--- src/rtl/mult_booth.sv ---
// Sequential radix-2 Booth multiplier writing a hi/lo product pair; MULT_UNSIGNED_EN adds multU (MULTU support).
// Latency: n_bits cycles start edge to result edge (n_bits+1 with MULT_UNSIGNED_EN); done pulses for one cycle.
// Backpressure: none; multCtrl is honoured only in IDLE and ignored while busy or done.
module mult_booth #(
    parameter int n_bits = 32
) (
    input  logic              clk,
    input  logic              reset,
    input  logic [n_bits-1:0] srcA,
    input  logic [n_bits-1:0] srcB,
    input  logic              multCtrl,
`ifdef MULT_UNSIGNED_EN
    input  logic              multU,
`endif
    output logic [n_bits-1:0] hi,
    output logic [n_bits-1:0] lo,
    output logic              busy,
    output logic              done
);

`ifdef MULT_UNSIGNED_EN
    localparam int QW = n_bits + 1;
`else
    localparam int QW = n_bits;
`endif
    // One guard bit on A keeps A-M exact even when M is the most-negative value.
    localparam int AW = QW + 1;
    localparam int CW = $clog2(QW + 1);

    typedef enum logic [1:0] {
        IDLE,
        RUN,
        DONE
    } state_t;

    state_t            state;
    state_t            state_nxt;
    logic [AW-1:0]     a_reg;
    logic [QW-1:0]     m_reg;
    logic [QW-1:0]     q_reg;
    logic              q_m1;
    logic [CW-1:0]     count;

    logic [AW-1:0]     m_ext;
    logic [AW-1:0]     a_sum;
    logic [AW-1:0]     a_nxt;
    logic [QW-1:0]     q_nxt;
    logic [QW-1:0]     m_load;
    logic [QW-1:0]     q_load;
    logic [2*n_bits-1:0] prod_nxt;
    logic              start;
    logic              last_step;

`ifdef MULT_UNSIGNED_EN
    assign m_load = multU ? {1'b0, srcA} : {srcA[n_bits-1], srcA};
    assign q_load = multU ? {1'b0, srcB} : {srcB[n_bits-1], srcB};
`else
    assign m_load = srcA;
    assign q_load = srcB;
`endif

    always_comb begin
        m_ext = {m_reg[QW-1], m_reg};
        case ({q_reg[0], q_m1})
            2'b10:   a_sum = a_reg - m_ext;
            2'b01:   a_sum = a_reg + m_ext;
            default: a_sum = a_reg;
        endcase
        a_nxt    = {a_sum[AW-1], a_sum[AW-1:1]};
        q_nxt    = {a_sum[0], q_reg[QW-1:1]};
        prod_nxt = {a_nxt[2*n_bits-QW-1:0], q_nxt};
    end

    always_comb begin
        state_nxt = state;
        start     = 1'b0;
        last_step = 1'b0;
        case (state)
            IDLE: begin
                if (multCtrl) begin
                    start     = 1'b1;
                    state_nxt = RUN;
                end
            end
            RUN: begin
                if (count == CW'(1)) begin
                    last_step = 1'b1;
                    state_nxt = DONE;
                end
            end
            DONE:    state_nxt = IDLE;
            default: state_nxt = IDLE;
        endcase
    end

    always_ff @(posedge clk) begin
        if (reset) begin
            state <= IDLE;
        end else begin
            state <= state_nxt;
        end
    end

    always_ff @(posedge clk) begin
        if (reset) begin
            a_reg <= '0;
            m_reg <= '0;
            q_reg <= '0;
            q_m1  <= 1'b0;
            count <= '0;
            hi    <= '0;
            lo    <= '0;
        end else if (start) begin
            m_reg <= m_load;
            q_reg <= q_load;
            a_reg <= '0;
            q_m1  <= 1'b0;
            count <= CW'(QW);
        end else if (state == RUN) begin
            a_reg <= a_nxt;
            q_reg <= q_nxt;
            q_m1  <= q_reg[0];
            count <= count - CW'(1);
            if (last_step) begin
                hi <= prod_nxt[2*n_bits-1:n_bits];
                lo <= prod_nxt[n_bits-1:0];
            end
        end
    end

    assign busy = (state == RUN);
    assign done = (state == DONE);

endmodule

--- config.mk ---
export PLATFORM = sky130hd
export DESIGN_NAME = mult_booth
export DESIGN_NICKNAME = d
export VERILOG_FILES = /design/src/rtl/mult_booth.sv
export SDC_FILE = /design/constraint.sdc
export NUM_CORES = 1
export LEC_CHECK = 0
export BUFFER_PORTS_ARGS = -buffer_cell sky130_fd_sc_hd__buf_2
export CORE_AREA = 3 3 166 168
export CTS_BUF_LIST = sky130_fd_sc_hd__clkbuf_2 sky130_fd_sc_hd__clkbuf_4 sky130_fd_sc_hd__clkbuf_8
export CTS_CLUSTER_DIAMETER = 120
export DETAILED_ROUTE_END_ITERATION = 12
export DIE_AREA = 0 0 169 171
export GPL_ROUTABILITY_DRIVEN = 1
export PLACE_DENSITY = 0.6
export SETUP_SLACK_MARGIN = 0.5
export SYNTH_ARGS = -nofsm -noshare
export SYNTH_HDL_FRONTEND = slang
export SYNTH_SLANG_ARGS = --single-unit
--- constraint.sdc ---
create_clock -name clk -period 4 [get_ports clk]
set_input_delay 0.6 -clock clk [delete_from_list [all_inputs] [get_ports clk]]
set_output_delay 0.6 -clock clk [all_outputs]
set_load 0.1 [all_outputs]
==> impl_metrics.toml, run 1 <==
[outcome]
status = "finished, final reports clean"

[yosys]
synth_area_leader_cell = "dfxtp_1"
synth-main-ff-cell = "dfxtp_1"
ys_types = 65
synth-edff-count = 0
syn_avg_cell_area_um2 = 7.64
syn_nets = 1297
yosysSeqAreaShare_pct = 37.1
yosysWarnings = 0
synthArstFlopShare_pct = 0
synth-seq-cells = 169
synth_area_um2 = 9120
synthCells = 1193
synthTopCellsByArea = "dfxtp_1 (37%), a21oi_1 (11%), nand2_1 (7.4%)"
synth_most_common_cell = "a21oi_1"
yosysTopAreaCellShare_pct = 37.1
yosys-top-cells-count = "a21oi_1 (194), nand2_1 (180), dfxtp_1 (169), nor2_1 (96), o21ai_0 (81)"

[power]
power_switching_w = 0.00194
power.total_w = 0.00498
pwr-share-seq_pct = 37.7
p_leak_nw = 4.66
vdd_drop_max_v = 0.000188
p_per_area_nw_per_um2 = 438
pwr-share-comb_pct = 37.0
sw_frac_of_total_pct = 39.0
clkPwrFrac_pct = 25.3
intPower_w = 0.00304

[drt]
drc = 0
vias = 8839
dr.pass1.iters = 7
routedWlPerCell_um = 15.9
wl_um = 26800
drtIter0Drc = 518
ant_nets = 0
viasPerCell = 5.23

[timing]
setup_viol = 0
setup_slack_ps = 94.0
rsz0062_at_grt = "yes"
max_slew_margin_pct = 17.2
whs_ps = 357
hold_violations = 0
clock.fmax_mhz = 256
tightest_slew_ps = 1240
layout_worst_path_cycle_share_pct = 97.6
period_needed_ps = 3910
skew_ps = 15.8
slew_violations = 0

[clock_network]
htreeDepth = 4
cts-root-buf = "clkbuf_8"
numCtsBuffers = 17
cts.sinks = 169
cts_tree = "yes"
path_clk_slew_ps = 110
clock_latency_ps = 470
clockBufferDepth = 2

[setup_path]
worstPathArrival_ps = 4230
cpMostUsedCell = "a21o_1"
crit_type = "reg -> reg"
cp-start-kind = "flop"
crit_path_end_kind = "flop"
path_cells = "or4_4 > nor4_4 > buf_4 > and3b_2 > nor3b_4 > a21oi_2 > xor2_1 > ha_1 > a21o_1 > a21o_1 > a21o_1 > a21o_1 > a21o_1 > a221oi_2 > xor2_1 > a311oi_1"
cpPeakStageDelay_ps = 550
critPathSlowestCell = "or4_4"
required_ps = 4320
path_max_fanout = 7

[floorplanning]
ioPinCount = 133
start_util_pct = 35.0
core_um2 = 26100
die_y_um = 171
die_w_um = 169
num_rows = 59
die_area_um2 = 28900

[finish]
area_growth_pct = 24.8
drive_gt1_share_pct = 25.8
layout.cells.non_filler = 1690
final_nets = 1445

[global_route]
grt_max_degree = 81
grt_pass1_vias = 8439
grt_overflow = 0
antenna_found_initial = 1
grt.total_usage_pct = 18.3
grt_first_pass_wirelength_um = 43400

[placement]
port_buffers = 132
gp_congestion = 0.852
place_inst = 1631
dp_hpwl_um = 19000
dpl_worst_slack_ps = -14.1

[worst_hold_path]
hold_class = "in -> reg"

[run]
drv_cap = 0
## worst max-delay path, delay by kind of cell (launching register included)
family,cells,cell delay (ps)
AO/OA/AOI/OAI,8,1250
XOR/XNOR,2,360
adder cells (fa/ha/maj),1,320
buffers and inverters,1,160
flip-flops,1,330
AND/OR/NAND/NOR,4,1350
## power by group through the flow
stage	Sequential (W)	Combinational, W	Clock, W
5_1_grt	0.00189	0.00202	0.00136
3_3_place_gp	0.00191	0.00155	0
3_5_place_dp	0.00191	0.00155	0
4_1_cts	0.00188	0.00171	0.00129
2_1_floorplan	0.00198	0.00108	0
6_report	0.00188	0.00184	0.00126
## metrics by stage
stage          TNS, ps  area [um^2]  utilization (%)
6_report             0        11400             43.7
5_1_grt           -716        11400             43.7
4_1_cts              0        11100             42.4
3_5_place_dp     -14.1        10300             39.7
3_3_place_gp         0        10300             39.7
2_1_floorplan        0         9240                -
## what timing repair did
action | 4_1_cts | 5_1_grt
endpoints found under the setup margin | 35 | 38
gates resized for setup | 51 | 60
gates cloned | 0 | 0
buffers inserted | 15 | 11
pin swaps | 48 | 32
hold buffers | 0 | 0
## layout make-up
class / instances / area, um^2
fill: 2655 / 14700
clock inverter: 15 / 174
timing repair buffer: 212 / 1310
sequential: 169 / 3390
tap: 335 / 419
multi-input combinational: 888 / 5660
antenna: 1 / 2.50
clock buffer: 17 / 234
inverter: 53 / 199
## final timing paths
check,startpoint,endpoint,slack [ps],depth (start not counted)
max,m_reg[6],hi[30],90,16
min,srcA[25],m_reg[25],360,3
max reg2reg,m_reg[6],hi[30],90,16
min reg2reg,lo[24],lo[24],460,2
## placed cells by master, fill, tap and decap left out, types with 9 or more instances in the layout
cell	n
a31oi_1	9
xor2_1	40
o21ai_0	65
o21ai_1	11
a211oi_1	29
buf_2	130
inv_1	48
xnor2_1	19
ha_1	28
a21oi_1	171
a21o_1	15
clkbuf_8	17
a21oi_2	20
mux2i_1	9
nand3_1	11
o22ai_1	33
nor3_1	16
nand2_1	176
buf_4	74
nor2_1	87
dfxtp_1	167
## routing by layer
layer	global-route usage [%]	wire length [um]	vias to the layer above
met5	0	0	-
met4	5.22	476	0
met3	2.63	802	30
met2	30.5	12900	149
met1	24.7	12700	4193
li1	-	-	4467
## cell families after synthesis
family	after synthesis	synth area share (%)
compound gates	409	26.1
simple gates	367	18.0
flops	169	37.1
buf+inv	136	6.16
xor+xnor	61	5.86
fa+ha+maj	37	5.16
mux	14	1.56
Note: power is estimated with default switching activity, not from simulation.
==> inputs of run 2 (changes only) <==
GPL_TIMING_DRIVEN = 0   (was unset)
==> run 2 against run 1 <==
Effect of this change: the run now ends with setup timing left; largest power group is now combinational logic; first-iteration DRC count up 11%; clock skew rose by 1.4 ps; sequential power is essentially flat; combinational power rose by 4%; clock-buffer cell count unchanged; routed wire length increased by 8.4%; critical endpoint unchanged; sequential cell count stayed put; core utilization up 1.0 points; sequential share of layout area shrank 0.57 points; via count increased by 5.1%.
==> impl_metrics.toml, run 2 (synthesis results as in run 1) <==
[drt]
drtIter0Drc = 577
dr.pass1.iters = 5
vias = 9294
viasPerCell = 5.33
ant_nets = 0
routedWlPerCell_um = 16.6
wl_um = 29100
drc = 0

[finish]
post-route-cell-area_um2 = 11600
final_common_cell = "nand2_1"
utilization_pct = 44.7
drive_gt1_share_pct = 25.5
final_nets = 1501
nFillCells = 2645
area_growth_pct = 27.7
most-common-layout-cells = "nand2_1 (172), a21oi_1 (171), dfxtp_1 (163), buf_2 (131), nor2_1 (86)"

[placement]
port_buffers = 130
gp_congestion = 0.902
place_area_um2 = 10300
dp_hpwl_um = 21400

[global_route]
grt_max_degree = 17
grt_pass1_vias = 8567
antenna_found_initial = 2
grt_overflow = 0
grt_first_pass_wirelength_um = 44800
grt.total_usage_pct = 19.3

[clock_network]
cts-root-buf = "clkbuf_8"
clockBufferDepth = 2
cts.sinks = 169
clock_latency_ps = 480
cts_tree = "yes"
numCtsBuffers = 17
htreeDepth = 4
path_clk_slew_ps = 90

[power]
p_leak_nw = 4.74
power.total_w = 0.00506
vdd_drop_max_v = 0.000195
p_per_area_nw_per_um2 = 435

[setup_path]
critPathTopFamily = "simple AND/OR/NAND/NOR gates"
cpPeakStageDelay_ps = 550
critPathSlowestCell = "or4_4"
worst-path-buf-inv = 0
required_ps = 4320
worstPathArrival_ps = 4350
path_max_fanout = 4
path_cells = "or4_4 > nor4_4 > nand2_2 > nor3b_4 > and4bb_2 > nor2_2 > xnor2_1 > ha_1 > a21o_1 > a21o_1 > a21o_1 > a21o_1 > a21o_1 > a21o_1 > a221oi_2 > xor2_1 > a311oi_1"
cp-start-kind = "flop"
crit_path_end_kind = "flop"
crit_type = "reg -> reg"
cpMostUsedCell = "a21o_1"

[floorplanning]
ioPinCount = 133
die_area_um2 = 28900
core_um2 = 26100
num_rows = 59
die_y_um = 171
die_w_um = 169
start_util_pct = 35.0

[run]
drv_cap = 0

[timing]
layout_worst_path_cycle_share_pct = 101
max_slew_margin_pct = 36.8
skew_ps = 17.2
period_needed_ps = 4030
hold_violations = 0
tightest_slew_ps = 944
slew_violations = 0
setup_viol = 2
rsz0062_at_grt = "yes"
setup_slack_ps = -26.0
whs_ps = 347
clock.fmax_mhz = 248

[outcome]
status = "complete, but fails checks"
violations = "setup timing"

[worst_hold_path]
hold_class = "in -> reg"
-- run 2: changes by cell type in the layout (fill, tap and decap cells not counted), sizes merged, moves of 2 or more --
cell	change
buf	-12
clkbuf	+67
bufinv	+2
clkinv	-6
clkinvlp	+2
-- run 2: path summary, 6_finish.rpt --
kind,from,to,slack (ps),cells past startpoint
hold reg to reg,lo[16],lo[16],460,2
setup reg to reg,m_reg[6],hi[30],-30,17
setup / recovery,m_reg[6],hi[30],-30,17
hold / removal,srcA[6],m_reg[6],350,3
-- run 2: stage by stage --
step | worst slack, ps | cells | setup TNS, ps
final | -26.0 | 1745 | -42.2
after global routing | -202 | 1745 | -1830
after CTS | 70.3 | 1716 | 0
after detailed placement | -388 | 1658 | -3490
after global placement | -399 | 1658 | -3920
after floorplan | 104 | 1193 | 0
-- run 2: tightest hold or removal path: cells and delay by family --
family,cells,cell delay (ps)
and+or+nand+nor,1,40
buffers and inverters,1,90
AOI/OAI and AO/OA,1,40
-- run 2: per-layer routing --
layer  vias to the layer above  track usage, %  share of wire, %  wire [um]
li1                       4578               -                 -          -
met1                      4430            26.7                47      13600
met2                       238            29.9                45      13000
met3                        46            3.42               5.2       1520
met4                         2            7.48               3.2        933
met5                         -               0             0.024          7
-- run 2: what timing repair did --
item	4_1_cts	5_1_grt
gates cloned	0	1
resized for setup	69	84
pin swaps	49	57
hold buffers	0	0
hold endpoints to repair	0	0
endpoints found under the setup margin	43	46
setup buffers	27	27
-- run 2: layout make-up --
class                           count  area (um^2)  share of cell area, %
Antenna cell                        1         2.50                 0.0215
Clock buffer                       17          234                   2.01
Clock inverter                     14          160                   1.38
Sequential cell                   169         3400                   29.2
Inverter                           53          199                   1.71
Multi-Input combinational cell    888         5730                   49.2
Buffer                             83          427                   3.66
Tap cell                          335          419                   3.60
Timing Repair Buffer              185         1070                   9.23
-- run 2: power breakdown --
part / switching (W) / internal (W)
Clock: 0.000695 / 0.000568
Combinational: 0.00112 / 0.000799
Sequential: 0.000102 / 0.00178
Total: 0.00192 / 0.00315
